### config.mk
export PLATFORM = sky130hd
export DESIGN_NAME = bg_scroller
export DESIGN_NICKNAME = d
export VERILOG_FILES = /design/src/rtl/bg_scroll_pkg.sv /design/src/rtl/scroll_offset.sv /design/src/rtl/bg_scroller.sv
export SDC_FILE = /design/constraint.sdc
export NUM_CORES = 1
export LEC_CHECK = 0
export ABC_AREA = 1
export BUFFER_PORTS_ARGS = -buffer_cell sky130_fd_sc_hd__buf_2
export CORE_ASPECT_RATIO = 2
export CORE_MARGIN = 1
export CORE_UTILIZATION = 53
export DETAILED_ROUTE_END_ITERATION = 8
export HOLD_SLACK_MARGIN = 0.12
export PLACE_DENSITY_LB_ADDON = 0.15
export SETUP_SLACK_MARGIN = 0.15
export SKIP_CTS_REPAIR_TIMING = 1
export SYNTH_ARGS = -nofsm -noshare
export SYNTH_HDL_FRONTEND = slang
export SYNTH_HIERARCHICAL = 1
export SYNTH_SLANG_ARGS = --single-unit
### constraint.sdc
create_clock -name Clock -period 4.1 [get_ports Clock]
set_clock_uncertainty 0.1 [all_clocks]
set_input_delay 0.41 -clock Clock [delete_from_list [all_inputs] [get_ports Clock]]
set_output_delay 0.41 -clock Clock [all_outputs]
set_load 0.05 [all_outputs]
### src/rtl/bg_scroll_pkg.sv
// Shared definitions for the background scroller: FSM states, speed codes
// and the speed-code-to-row-step mapping.
package bg_scroll_pkg;

  typedef enum logic [1:0] {
    S_DRAW = 2'd0,
    S_LAST = 2'd1,
    S_GAP  = 2'd2
  } state_t;

  localparam logic [1:0] SPEED_0 = 2'b00;
  localparam logic [1:0] SPEED_1 = 2'b01;
  localparam logic [1:0] SPEED_2 = 2'b10;
  localparam logic [1:0] SPEED_4 = 2'b11;

  function automatic logic [2:0] speed_step(input logic [1:0] speed);
    case (speed)
      SPEED_1: speed_step = 3'd1;
      SPEED_2: speed_step = 3'd2;
      SPEED_4: speed_step = 3'd4;
      default: speed_step = 3'd0;
    endcase
  endfunction

endpackage

### src/rtl/scroll_offset.sv
// Vertical scroll offset register, wrapped into 0..HEIGHT-1.
// Updates only on the load cycle; no backpressure.
module scroll_offset
  import bg_scroll_pkg::*;
#(
  parameter int HEIGHT = 120,
  parameter int YW     = 7
) (
  input  logic          Clock,
  input  logic          Reset,
  input  logic          load,
  input  logic          en,
  input  logic [1:0]    speed,
  input  logic          dir,
  output logic [YW-1:0] offset
);

  localparam logic [YW:0] H_EXT = (YW+1)'(HEIGHT);

  logic [YW:0] cur;
  logic [YW:0] step;
  logic [YW:0] inc;
  logic [YW:0] dec;
  logic [YW:0] nxt;

  assign cur  = {1'b0, offset};
  assign step = (YW+1)'(speed_step(speed));
  // HEIGHT > 4 guarantees one conditional correction is always enough
  assign inc  = cur + step;
  assign dec  = (cur < step) ? (cur + H_EXT - step) : (cur - step);
  assign nxt  = dir ? dec : ((inc >= H_EXT) ? (inc - H_EXT) : inc);

  always_ff @(posedge Clock or posedge Reset) begin
    if (Reset) begin
      offset <= '0;
    end else if (load && en && (speed != SPEED_0)) begin
      offset <= YW'(nxt);
    end
  end

endmodule

### src/rtl/bg_scroller.sv
// Scans a WIDTH x HEIGHT background row by row, reading memory at a scrolled row.
// x/y/plot lag mem_addr by one cycle to line up with mem_data; no backpressure.
module bg_scroller
  import bg_scroll_pkg::*;
#(
  parameter int WIDTH     = 160,
  parameter int HEIGHT    = 120,
  parameter int XW        = 8,
  parameter int YW        = 7,
  parameter int COLOUR_W  = 3,
  parameter int ADDR_W    = 15,
  parameter int FRAME_GAP = 1000
) (
  input  logic                Clock,
  input  logic                Reset,
  input  logic                en,
  input  logic [1:0]          speed,
  input  logic                dir,
  output logic [ADDR_W-1:0]   mem_addr,
  input  logic [COLOUR_W-1:0] mem_data,
  output logic [XW-1:0]       x,
  output logic [YW-1:0]       y,
  output logic [COLOUR_W-1:0] colour,
  output logic                plot,
  output logic                frame_done,
  output logic [YW-1:0]       offset
);

  localparam int          GW     = (FRAME_GAP > 1) ? $clog2(FRAME_GAP) : 1;
  localparam logic [XW-1:0] X_LAST = XW'(WIDTH - 1);
  localparam logic [YW-1:0] Y_LAST = YW'(HEIGHT - 1);
  localparam logic [GW-1:0] G_LAST = GW'(FRAME_GAP - 1);
  localparam logic [YW:0]   H_EXT  = (YW+1)'(HEIGHT);

  state_t        state, state_nx;
  logic [XW-1:0] xc, xc_nx;
  logic [YW-1:0] yc, yc_nx;
  logic [GW-1:0] gc, gc_nx;
  logic [YW:0]   sr_sum;
  logic [YW-1:0] sr;

  always_ff @(posedge Clock or posedge Reset) begin
    if (Reset) begin
      state <= S_DRAW;
      xc    <= '0;
      yc    <= '0;
      gc    <= '0;
    end else begin
      state <= state_nx;
      xc    <= xc_nx;
      yc    <= yc_nx;
      gc    <= gc_nx;
    end
  end

  always_comb begin
    state_nx = state;
    xc_nx    = xc;
    yc_nx    = yc;
    gc_nx    = '0;
    unique case (state)
      S_DRAW: begin
        if (xc == X_LAST) begin
          xc_nx = '0;
          if (yc == Y_LAST) begin
            yc_nx    = '0;
            state_nx = S_LAST;
          end else begin
            yc_nx = yc + 1'b1;
          end
        end else begin
          xc_nx = xc + 1'b1;
        end
      end
      S_LAST: state_nx = S_GAP;
      S_GAP: begin
        if (gc == G_LAST) begin
          state_nx = S_DRAW;
        end else begin
          gc_nx = gc + 1'b1;
        end
      end
      default: state_nx = S_DRAW;
    endcase
  end

  // yc and offset are both below HEIGHT, so a single subtract wraps the row
  assign sr_sum   = {1'b0, yc} + {1'b0, offset};
  assign sr       = YW'((sr_sum >= H_EXT) ? (sr_sum - H_EXT) : sr_sum);
  assign mem_addr = ADDR_W'(sr) * ADDR_W'(WIDTH) + ADDR_W'(xc);
  assign colour   = mem_data;

  always_ff @(posedge Clock or posedge Reset) begin
    if (Reset) begin
      x          <= '0;
      y          <= '0;
      plot       <= 1'b0;
      frame_done <= 1'b0;
    end else begin
      x          <= xc;
      y          <= yc;
      plot       <= (state == S_DRAW);
      frame_done <= (state == S_LAST);
    end
  end

  scroll_offset #(
    .HEIGHT(HEIGHT),
    .YW    (YW)
  ) u_scroll_offset (
    .Clock (Clock),
    .Reset (Reset),
    .load  (state == S_LAST),
    .en    (en),
    .speed (speed),
    .dir   (dir),
    .offset(offset)
  );

endmodule

Yosys cells after proc, flatten, opt, wreduce, memory -nomap -nowiden
Cells that the tools add are included.

storage, ports and cells
  register bits = 51
  input bits = 9
  output and inout bits = 42
  logic and storage cells = 54

cells by class
  add/subtract/negate cells = 11
  multiply operators = 1
  magnitude comparators = 3
  equal/unequal tests = 11
  muxes and demuxes = 13
  reduce and logical (&&, ||, !) cells = 6

operator list
  kind                     count
  $mux W7                  5
  $mux W10                 2
  $ge A8 B7 Y1 const B     2
  $add A15 B8 Y15          1
  $sub A7 B3 Y7            2
  $sub A7 B7 Y7 const B    2
  $add A10 B1 Y10 const B  1
  $eq A10 B10 Y1 const B   1
  $mul A7 B3 Y10 const B   1
  $pmux W3 S3              1
  $add A7 B3 Y8            1
  $add A7 B7 Y8            1
  $add A8 B1 Y8 const B    1
  $eq A8 B8 Y1 const B     1
  $mux W8                  1
  $add A7 B1 Y7 const B    1
  $add A7 B7 Y7 const B    1
  $eq A7 B7 Y1 const B     1
  $lt A7 B3 Y1             1
  $eq A2 B2 Y1 const B     3
  $mux W2                  3
  $ne A2 B2 Y1 const B     3
  $pmux W2 S3              1
  $eq A2 B1 Y1 const B     2
  other kinds (5)          6

Longest topological paths before layout
Gate-level depths: netlist of run 1.

  depth in word-level cells = 6
  mapped depth = 28
  mapped depth without buffers = 28

Modules after synthesis
Netlist of run 1, hierarchy kept.

by module, submodules not included
  module         instances  cells each  area each (um^2)  sequential area each (um^2)
  bg_scroller    1          330         2,797.7           1,101.1
  scroll_offset  1          152         1,092.3           175.2

Worst setup path before layout of run 1
OpenSTA, ideal clock, no wires.

  kind = flip-flop to output port
  start = reg u_scroll_offset.offset[0]
  end = out mem_addr[12]
  arrival time = 4.321 ns
  data required time = 3.590 ns
  path slack = -0.731 ns
  cell stages (with the launch flop) = 17
  path buffers = 0
  cells stage by stage = dfrtp_1 > ha_1 > fa_1 > nand3_1 > nand2_1 > nand2_1 > nand2_2 > nor2_4 > nand3_4 > nand2_4 > xor2_1 > ha_1 > ha_1 > fa_1 > nor3b_1 > nand4_1 > xor2_1

between the ends
  longest elaborated chain between the ends = 5
  elaborated cells between the ends (all ways) = 6
  classes of those cells = 3 x add/sub; 1 x mul; 1 x order compare; 1 x mux

ends and longest elaborated chain
  what                                                  RTL line             text
  start: declaration                                    scroll_offset.sv:15  output logic [YW-1:0] offset
  start signal: assignment                              scroll_offset.sv:37  offset <= YW'(nxt);
  $add A7 B7 Y8 *                                       bg_scroller.sv:88    assign sr_sum = {1'b0, yc} + {1'b0, offset};
  $sub A7 B7 Y7 / $ge A8 B7 Y1 (equally long branches)  bg_scroller.sv:89    assign sr = YW'((sr_sum >= H_EXT) ? (sr_sum - H_EXT) : sr_sum);
  $mux W7 *                                             bg_scroller.sv:89
  $mul A7 B3 Y10 *                                      bg_scroller.sv:90    assign mem_addr = ADDR_W'(sr) * ADDR_W'(WIDTH) + ADDR_W'(xc);
  $add A15 B8 Y15 *                                     bg_scroller.sv:90
  end: declaration                                      bg_scroller.sv:19    output logic [ADDR_W-1:0] mem_addr,

Mark *: on every way between the ends. The rest lies on a longest branch, timed or not.

Worst setup path after layout of run 1
  start = reg u_scroll_offset.offset[0]
  end = out mem_addr[14]

Same word-level chain as after synthesis.

==> impl_metrics.yaml, run 1 <==
synthesis:
  yosysMostFrequentCell: "nand2_1"
  synthAdderAreaFrac_pct: 14.5
  synth_seq_area_share_pct: 32.8
  synth_compound_area_share_pct: 9.36
  synth-simple-area-share_pct: 28.4
  muxShareOfSynthArea_pct: 0
  synth_ff_type: "dfrtp_1"
  yosysTopAreaCell: "dfrtp_1"
  async_flop_share_pct: 100
  synth_commonest_cells: "86 x nand2_1, 73 x inv_1, 51 x dfrtp_1"
  synthTopCellsByArea: "dfrtp_1 33%, ha_1 11%, nand2_1 8.3%, inv_1 7.0%, nor2_1 4.1%"
  ys_ff_latch: 51
  syn_nets: 532
  synth_edf_count: 0
  avgSynthCellArea_um2: 8.07
  synth_top_family_by_area: "simple AND/OR/NAND/NOR gates"
  synth_xor_xnor_area_share_pct: 4.50
  synth_warnings: 6
  synth_top_area_share_pct: 32.8
  syn_area_mm2: 0.00389
  syn-instance-count: 482
  synthDistinctLibCells: 43
floorplanning:
  die_w_um: 62.6
  initial_core_util_pct: 55.6
  coreArea_mm2: 0.00699
  num_rows: 43
  dieHeight_um: 123
  die-area_mm2: 0.00771
  boundaryPins: 51
cts:
  htreeDepth: 2
  root_buffer: "clkbuf_16"
  clk_latency_ns: 0.30
  cts_tree: "done"
  cts_made_buffers: 5
  clkTransAtPathRegs_ns: 0.08
  clock_path_buffers: 2
  cts_sinks: 51
power:
  pwr-share-comb_pct: 5.8
  p_clk_share_pct: 43.2
  internal-power_w: 0.000754
  swShare_pct: 23.5
  irDropWorstVdd_mv: 0.196
  p_switching_w: 0.000231
  power_density_mw_per_mm2: 203
  power_w: 0.000985
  seqPwrFrac_pct: 51.0
  leakage_nw: 2.58
sta:
  setup_viol: 5
  hold_viol_final: 0
  setup_slack_ns: -0.367
  finalCritPeriodShare_pct: 109
  worstMarginPinSlew_ns: 0.563
  rsz0062_at_grt: "true"
  timing.fmax_mhz: 224
  drv_slew: 0
  fin_tns_setup_ns: -1.40
  maxSlewHeadroom_pct: 62.5
  fin_crit_ns: 4.47
routing:
  remaining_drc_errors: 0
  first_iter_violations: 120
  via_count: 3366
  ant_nets: 0
  first_pass_iters: 4
  viasPerCell: 5.16
  wl_um: 8760
  wl_per_cell_um: 13.4
place:
  dp.final_hpwl_um: 6930
  io_buffers: 44
  dp_cells: 635
  place_congestion: 0.888
grt:
  grt_start_max_net_pins: 45
  grt_overflow: 0
  grt_pass1_wl_um: 14300
  grt_antenna_before_repair: 0
  grt_usage_pct: 23.8
  grt_pass1_vias: 3415
final_layout:
  nNetsFinal: 611
  area_delta_synth_final_pct: 24.7
  n_antenna_cell: 0
  final_cells: 652
  final_util_pct: 69.4
  drive_above_1_share_pct: 31.7
worst_setup_path:
  start_kind: "flip-flop"
  arrival_ns: 3.96
  critPathRequiredTime_ns: 3.59
  r2r_cells: 14
  worstSetupEndpointType: "output port"
  cp_max_fo: 3
  path_class: "reg -> out"
worst_hold_path:
  hold_path.class: "reg -> reg"
  whs_path_depth: 0
run_status:
  status: "complete, but fails checks"
  violations: "setup timing"
run:
  max_cap_violations: 0
[sequential cells by signal, summed over array words and instances, names as in the netlist]
signal / count
frame_done: 1
gc: 10
plot: 1
state: 2
u_scroll_offset/offset: 7
x: 8
xc: 8
y: 7
yc: 7
[through the flow]
stage	cell area, um^2	worst slack [ns]	hold slack [ns]
finish	4850	-0.367	0.333
floorplan	4030	-0.178	0.113
CTS	4650	-0.436	-0.0418
global route	4850	-0.583	0.349
detailed placement	4500	-0.116	0.267
global placement	4500	-0.0103	0.265
[layout make-up]
cell class	count	area [um^2]
clock inverter	3	27.5
clock buffer	5	125
multi-input combinational	339	2420
tap	90	113
fill	566	2140
inverter	79	302
sequential	51	1280
timing repair buffer	85	579
[worst max-delay path, stage by stage, from the launching register on]
cell and delay [ns]:
dfrtp_2 0.43, ha_4 0.17, fa_2 0.40, nand3_2 0.08, nand2_1 0.05, nand2_1 0.06, nand2_2 0.08, nor2_4 0.12
nand3_4 0.09, nand2_4 0.09, xor2_2 0.16, ha_1 0.28, ha_4 0.18, fa_2 0.54, nor3b_4 0.19, nand4_1 0.18
nor2_2 0.17, nand3_1 0.10, nand2_2 0.10, nand2_4 0.05, buf_8 0.14
[power groups by stage]
| stage | clock network, W | registers [W] | logic, W |
|---|---|---|---|
| after floorplan | 0 | 0.000513 | 0.0000514 |
| after global placement | 0 | 0.000512 | 0.0000545 |
| after detailed placement | 0 | 0.000512 | 0.0000561 |
| after CTS | 0.000434 | 0.000503 | 0.0000564 |
| after global routing | 0.000459 | 0.000502 | 0.0000646 |
| final | 0.000426 | 0.000503 | 0.0000567 |
[per-layer routing]
layer	track usage (%)	share of wire [%]	up-vias
met5	0	0	-
met4	12.2	4.4	0
met3	2.77	1.9	30
met2	48.6	59	66
met1	22.3	35	1580
li1	-	-	1690
[path summary, 6_finish.rpt]
kind                                                        from                                    end  slack [ns]
setup / recovery           u_scroll_offset/offset[0]$_DFFE_PP0P_                           mem_addr[14]       -0.37
hold / removal                                 xc[0]$_DFFE_PP0P_                         x[0]$_DFF_PP0_        0.33
setup reg to reg           u_scroll_offset/offset[0]$_DFFE_PP0P_  u_scroll_offset/offset[5]$_DFFE_PP0P_        1.47
hold reg to reg                                xc[0]$_DFFE_PP0P_                         x[0]$_DFF_PP0_        0.33
max in group asynchronous                                  Reset                         x[5]$_DFF_PP0_        2.81
min in group asynchronous                                  Reset  u_scroll_offset/offset[1]$_DFFE_PP0P_        0.51
[cells in the final DEF, fill, tap and decap left out, types with 3 or more instances in the layout]
master / instances
nand3_2: 11
inv_1: 70
o21ai_0: 19
xor2_2: 3
a21oi_1: 19
nand4_1: 5
nor3b_1: 3
xor2_1: 9
nand2_2: 19
nand3_1: 21
clkbuf_16: 5
nor3_1: 12
dfrtp_1: 46
nand2_1: 81
buf_2: 38
ha_1: 30
nand2_4: 9
xnor2_1: 5
a21oi_2: 4
dfrtp_2: 5
nand3b_1: 3
ha_4: 3
nor2_1: 39
nor2_4: 4
fa_1: 5
a31oi_1: 3
buf_6: 5
buf_4: 39
nor2_2: 4
inv_2: 5
[cell families (layout without fill, tap and decap cells)]
group,Yosys count,count (layout)
simple gates,219,219
xor+xnor,20,20
fa+ha+maj,41,41
compound gates,59,59
flops,51,51
buf+inv,92,172
No activity file was read; power rests on OpenSTA's default activity.
==> run 2: changes to the inputs <==
--- a/config.mk
+++ b/config.mk
@@ -13,6 +13,7 @@
 export DETAILED_ROUTE_END_ITERATION = 8
 export HOLD_SLACK_MARGIN = 0.12
 export PLACE_DENSITY_LB_ADDON = 0.15
+export REMOVE_ABC_BUFFERS = 1
 export SETUP_SLACK_MARGIN = 0.15
 export SKIP_CTS_REPAIR_TIMING = 1
 export SYNTH_ARGS = -nofsm -noshare
==> run 2 against run 1 <==
The flow still finishes with violations (setup timing). Utilization is 1.8 points lower. Critical path type unchanged. Die area did not move. Highest routed layer unchanged. Register-to-register slack worse by 0.05 ns. Maximum frequency grew 1.9%. Cell area down 2.6%. Critical endpoint is now mem_addr[13]. First-iteration DRC count increased by 23%.
==> impl_metrics.yaml, run 2 (same netlist as run 1, synthesis figures left out) <==
grt:
  grt_usage_pct: 23.1
  grt_overflow: 0
  grt_start_max_net_pins: 45
  grt_pass1_vias: 3413
  grt_pass1_wl_um: 14200
  grt_antenna_before_repair: 0
place:
  io_buffers: 44
  place_congestion: 0.857
  dp_slack_ns: -0.242
  dp.final_hpwl_um: 6690
floorplanning:
  num_rows: 43
  die_w_um: 62.6
  die-area_mm2: 0.00771
  boundaryPins: 51
  initial_core_util_pct: 55.6
  coreArea_mm2: 0.00699
  dieHeight_um: 123
cts:
  root_buffer: "clkbuf_16"
  clkTransAtPathRegs_ns: 0.06
  cts_sinks: 51
  clock_path_buffers: 2
  cts_tree: "done"
  cts_made_buffers: 5
  clk_latency_ns: 0.28
  htreeDepth: 2
worst_setup_path:
  cp_max_fo: 3
  worstSetupEndpointType: "output port"
  critPathRequiredTime_ns: 3.59
  path_class: "reg -> out"
  arrival_ns: 3.87
  start_kind: "flip-flop"
worst_hold_path:
  hold_path.class: "reg -> reg"
routing:
  wl_per_cell_um: 12.9
  ant_nets: 0
  first_iter_violations: 147
  wl_um: 8430
  via_count: 3358
  viasPerCell: 5.16
  first_pass_iters: 7
  remaining_drc_errors: 0
sta:
  fin_crit_ns: 4.38
  worstMarginPinSlew_ns: 0.548
  setup_viol: 5
  maxSlewHeadroom_pct: 63.4
  rsz0062_at_grt: "true"
  finalCritPeriodShare_pct: 107
  hold_viol_final: 0
  setup_slack_ns: -0.285
  hold_ws_ns: 0.341
  drv_slew: 0
  timing.fmax_mhz: 228
final_layout:
  drive_above_1_share_pct: 29.2
  area_delta_synth_final_pct: 21.5
  layout_commonest_cell: "nand2_1"
  nNetsFinal: 610
  n_antenna_cell: 0
  largest_register_ffs: 10
  final_cell_mix: "83 x nand2_1, 69 x inv_1, 51 x dfrtp_1, 42 x buf_4, 39 x nor2_1"
  largest_registers: "gc: 10 flops, x: 8 flops, xc: 8 flops"
  regMostFlops: "gc"
power:
  swShare_pct: 21.9
  p_clk_share_pct: 41.8
  irDropWorstVdd_mv: 0.219
  power_density_mw_per_mm2: 203
  leakage_nw: 2.55
  power_w: 0.000961
  pwr-share-comb_pct: 5.8
  p_switching_w: 0.000210
  internal-power_w: 0.000750
  seqPwrFrac_pct: 52.4
run:
  max_cap_violations: 0
run_status:
  status: "complete, but fails checks"
  violations: "setup timing"
## run 2: worst max-delay path, stage by stage, from the launching register on
cell,delay [ns]
dfrtp_1,0.41
ha_4,0.18
fa_2,0.38
nand3_2,0.09
nand2_1,0.05
nand2_1,0.06
nand2_2,0.08
nor2_4,0.12
nand3_4,0.09
nand2_4,0.07
xor2_2,0.16
ha_1,0.25
ha_2,0.20
fa_2,0.38
a21oi_2,0.15
o21bai_2,0.11
xnor2_2,0.22
buf_4,0.16
nor3_4,0.03
nand3b_1,0.15
nand2_1,0.09
buf_6,0.16
## run 2: power by group through the flow
| stage | Clock [W] | Combinational, W | Sequential, W |
|---|---|---|---|
| floorplan | 0 | 0.0000408 | 0.000513 |
| global placement | 0 | 0.0000544 | 0.000513 |
| detailed placement | 0 | 0.0000557 | 0.000513 |
| CTS | 0.000414 | 0.0000558 | 0.000503 |
| global route | 0.000437 | 0.0000635 | 0.000503 |
| finish | 0.000401 | 0.0000560 | 0.000503 |
## run 2: area by class of cell
class / instances / area (um^2)
clock inverters: 2 / 16.3
well taps: 90 / 113
repair buffers: 84 / 549
clock buffers: 6 / 129
multi-input cells: 339 / 2340
inverters: 79 / 299
fillers: 601 / 2270
flip-flops and latches: 51 / 1280
## run 2: path summary, 6_finish.rpt
| kind | from | endpoint | slack (ns) | cells after the start |
|---|---|---|---|---|
| max in group asynchronous | Reset | xc[7]$_DFFE_PP0P_ | 2.81 | 4 |
| hold / removal | xc[1]$_DFFE_PP0P_ | x[1]$_DFF_PP0_ | 0.34 | 0 |
| hold reg to reg | xc[1]$_DFFE_PP0P_ | x[1]$_DFF_PP0_ | 0.34 | 0 |
| setup reg to reg | u_scroll_offset/offset[0]$_DFFE_PP0P_ | u_scroll_offset/offset[5]$_DFFE_PP0P_ | 1.42 | 14 |
| min in group asynchronous | Reset | u_scroll_offset/offset[0]$_DFFE_PP0P_ | 0.51 | 3 |
| setup / recovery | u_scroll_offset/offset[0]$_DFFE_PP0P_ | mem_addr[13] | -0.28 | 21 |
## run 2: through the flow
step                instance area, um^2  std cells  TNS, ns  utilization [%]
global route                       4730        651    -2.03             67.6
global placement                   4370        637   -0.306             62.5
detailed placement                 4370        637   -0.694             62.5
CTS                                4520        645    -2.31             64.6
floorplan                          3780        469    -3.08                -
finish                             4730        651   -0.990             67.6
## run 2: metal layers
layer,part of all wire (%),GRT usage (%),vias to the layer above
met5,0,0,-
met3,2.6,2.40,21
met4,3.3,10.5,0
li1,-,-,1692
met1,35,22.5,1573
met2,59,47.3,72
==> run 3: changes to the inputs <==
--- a/config.mk
+++ b/config.mk
@@ -5,14 +5,12 @@
 export SDC_FILE = /design/constraint.sdc
 export NUM_CORES = 1
 export LEC_CHECK = 0
-export ABC_AREA = 1
 export BUFFER_PORTS_ARGS = -buffer_cell sky130_fd_sc_hd__buf_2
 export CORE_ASPECT_RATIO = 2
 export CORE_MARGIN = 1
-export CORE_UTILIZATION = 53
+export CORE_UTILIZATION = 35
 export DETAILED_ROUTE_END_ITERATION = 8
 export HOLD_SLACK_MARGIN = 0.12
-export PLACE_DENSITY_LB_ADDON = 0.15
 export REMOVE_ABC_BUFFERS = 1
 export SETUP_SLACK_MARGIN = 0.15
 export SKIP_CTS_REPAIR_TIMING = 1
==> run 3 against run 2 <==
The flow still finishes with violations (setup timing). Wire length is 11% higher. Critical endpoint is now mem_addr[14]. Die area grew 50%. Final cell count up 0.46%. Largest power group unchanged. Setup slack lost 1.1 ns. Non-clock buffer count up 32. Critical path depth stayed put. Worst hold slack improved by 0.013 ns.
==> impl_metrics.yaml, run 3 <==
synthesis:
  synth_ff_type: "dfrtp_1"
  ys_ff_latch: 51
  synth_edf_count: 0
  synth_top_area_share_pct: 32.8
  synth_commonest_cells: "51 x dfrtp_1, 34 x ha_1, 30 x nand2_1"
  synthDistinctLibCells: 71
  synth_warnings: 6
  async_flop_share_pct: 100
  syn-instance-count: 411
  yosysMostFrequentCell: "dfrtp_1"
  synthTopCellsByArea: "dfrtp_1 33%, ha_1 11%, xnor2_1 6.5%, fa_1 3.6%, nand2_1 2.9%"
  syn_area_mm2: 0.00389
  yosysTopAreaCell: "dfrtp_1"
  avgSynthCellArea_um2: 9.47
  synth_seq_area_share_pct: 32.8
worst_setup_path:
  path_class: "reg -> out"
  critPathLaunch: "u_scroll_offset/offset[0]$_DFFE_PP0P_"
  critPathRequiredTime_ns: 3.59
  path_cells: "ha_2 > fa_2 > a211oi_2 > buf_4 > nor2_2 > mux2i_1 > a31oi_1 > or3_4 > buf_6 > mux2_4 > ha_4 > fa_2 > nand2_2 > nor3_2 > buf_4 > nand2_2 > or4_4 > o22ai_2 > mux2_4 > a21oi_2 > buf_6"
  cp_max_fo: 3
  start_kind: "flip-flop"
  worstSetupEndpointType: "output port"
  cp.buffers_inverters: 4
  arrival_ns: 5.01
  worst_path_dominant_cell_family: "adder cells"
  r2r_start: "u_scroll_offset/offset[0]$_DFFE_PP0P_"
  slowest_stage: "fa_2"
  slowest_delay_ns: 0.55
floorplanning:
  num_rows: 54
  boundaryPins: 51
  dieHeight_um: 151
  initial_core_util_pct: 35.8
  die_w_um: 76.6
  die-area_mm2: 0.0116
  coreArea_mm2: 0.0109
run_status:
  violations: "setup timing"
  status: "complete, but fails checks"
run:
  max_cap_violations: 0
routing:
  via_count: 3411
  first_iter_violations: 205
  ant_nets: 0
  wl_per_cell_um: 14.3
  wl_um: 9370
  viasPerCell: 5.22
  first_pass_iters: 4
  remaining_drc_errors: 0
sta:
  maxSlewHeadroom_pct: 42.1
  drv_slew: 0
  fin_crit_ns: 5.52
  finalCritPeriodShare_pct: 135
  hold_viol_final: 0
  setup_viol: 6
  timing.fmax_mhz: 181
  setup_slack_ns: -1.42
  rsz0062_at_grt: "true"
  worstMarginPinSlew_ns: 0.858
cts:
  root_buffer: "clkbuf_16"
  cts_tree: "done"
  clk_latency_ns: 0.29
  clkTransAtPathRegs_ns: 0.06
  clock_path_buffers: 2
  htreeDepth: 2
  cts_sinks: 51
  cts_made_buffers: 5
final_layout:
  regMostFlops: "gc"
  drive_above_1_share_pct: 33.1
  largest_register_ffs: 10
  n_antenna_cell: 0
  fill_cells: 1044
  area_delta_synth_final_pct: 29.9
  nNetsFinal: 563
  final_cells: 654
  fin_area_mm2: 0.00506
  final_cell_mix: "71 x buf_4, 51 x dfrtp_1, 37 x buf_2, 30 x ha_1"
  largest_registers: "gc: 10 flops, x: 8 flops, xc: 8 flops"
  layout_commonest_cell: "buf_4"
grt:
  grt_pass1_vias: 3358
  grt_usage_pct: 16.5
  grt_pass1_wl_um: 15200
  grt_start_max_net_pins: 45
  grt_overflow: 0
  grt_antenna_before_repair: 0
place:
  io_buffers: 44
  dp_cells: 638
  dp.final_hpwl_um: 7360
  placed_area_mm2: 0.00464
  place_congestion: 0.861
power:
  irDropWorstVdd_mv: 0.153
  leakage_nw: 2.28
  power_density_mw_per_mm2: 191
worst_hold_path:
  hold_start: "gc[0]$_DFF_PP0_"
  hold_path.class: "reg -> reg"
## run 3: cell count changes after synthesis, moves of 10 or more
cell / previous run / this run
nand3_1: 26 / 12
inv_1: 73 / 20
nand2_1: 86 / 30
nand2_2: 16 / 0
nor2_1: 42 / 29
xnor2_1: 6 / 29
nor2b_1: 0 / 10
## run 3: per-stage QoR
step                      TNS, ns  utilization, %  hold slack [ns]  total power, W  setup slack [ns]
after floorplan             -9.39               -            0.113        0.000555             -1.88
after global placement      -4.88            42.7            0.265        0.000571             -1.24
after detailed placement    -5.60            42.7            0.271        0.000572             -1.40
after CTS                   -7.80            44.0          -0.0369        0.000980             -1.72
after global routing        -6.54            46.5            0.379         0.00101             -1.57
final                       -5.51            46.5            0.354        0.000967             -1.42
## run 3: logic make-up after synthesis
group	share of synthesized area [%]
fa+ha+maj	14.5
mux	2.02
simple gates	19.5
xor+xnor	9.00
flops	32.8
compound gates	16.9
buf+inv	5.30
## run 3: power by group
| group | internal (W) | total, W | switching, W |
|---|---|---|---|
| sequential | 0.000503 | 0.000503 | 0 |
| combinational | 0.0000220 | 0.0000598 | 0.0000378 |
| clock | 0.000228 | 0.000405 | 0.000176 |
## run 3: final cells by class
| class | count | area (um^2) | share of cell area [%] |
|---|---|---|---|
| Multi-Input combinational cell | 318 | 2580 | 50.9 |
| Sequential cell | 51 | 1280 | 25.2 |
| Timing Repair Buffer | 116 | 807 | 16.0 |
| Tap cell | 140 | 175 | 3.46 |
| Clock buffer | 6 | 129 | 2.55 |
| Inverter | 21 | 78.8 | 1.56 |
| Clock inverter | 2 | 16.3 | 0.322 |
## run 3: metal layers
metal	wire length, um	vias up	track usage [%]
met2	5260	81	33.5
met5	0	-	0
li1	-	1679	-
met4	259	0	6.73
met1	3550	1629	16.0
met3	306	22	3.01
## run 3: final timing paths
path | to | slack, ns | cells past startpoint
setup / recovery | mem_addr[14] | -1.42 | 21
hold / removal | gc[0]$_DFF_PP0_ | 0.35 | 1
setup reg to reg | u_scroll_offset/offset[5]$_DFFE_PP0P_ | 0.83 | 13
hold reg to reg | gc[0]$_DFF_PP0_ | 0.35 | 1
max in group asynchronous | xc[6]$_DFFE_PP0P_ | 2.82 | 4
min in group asynchronous | u_scroll_offset/offset[5]$_DFFE_PP0P_ | 0.52 | 3
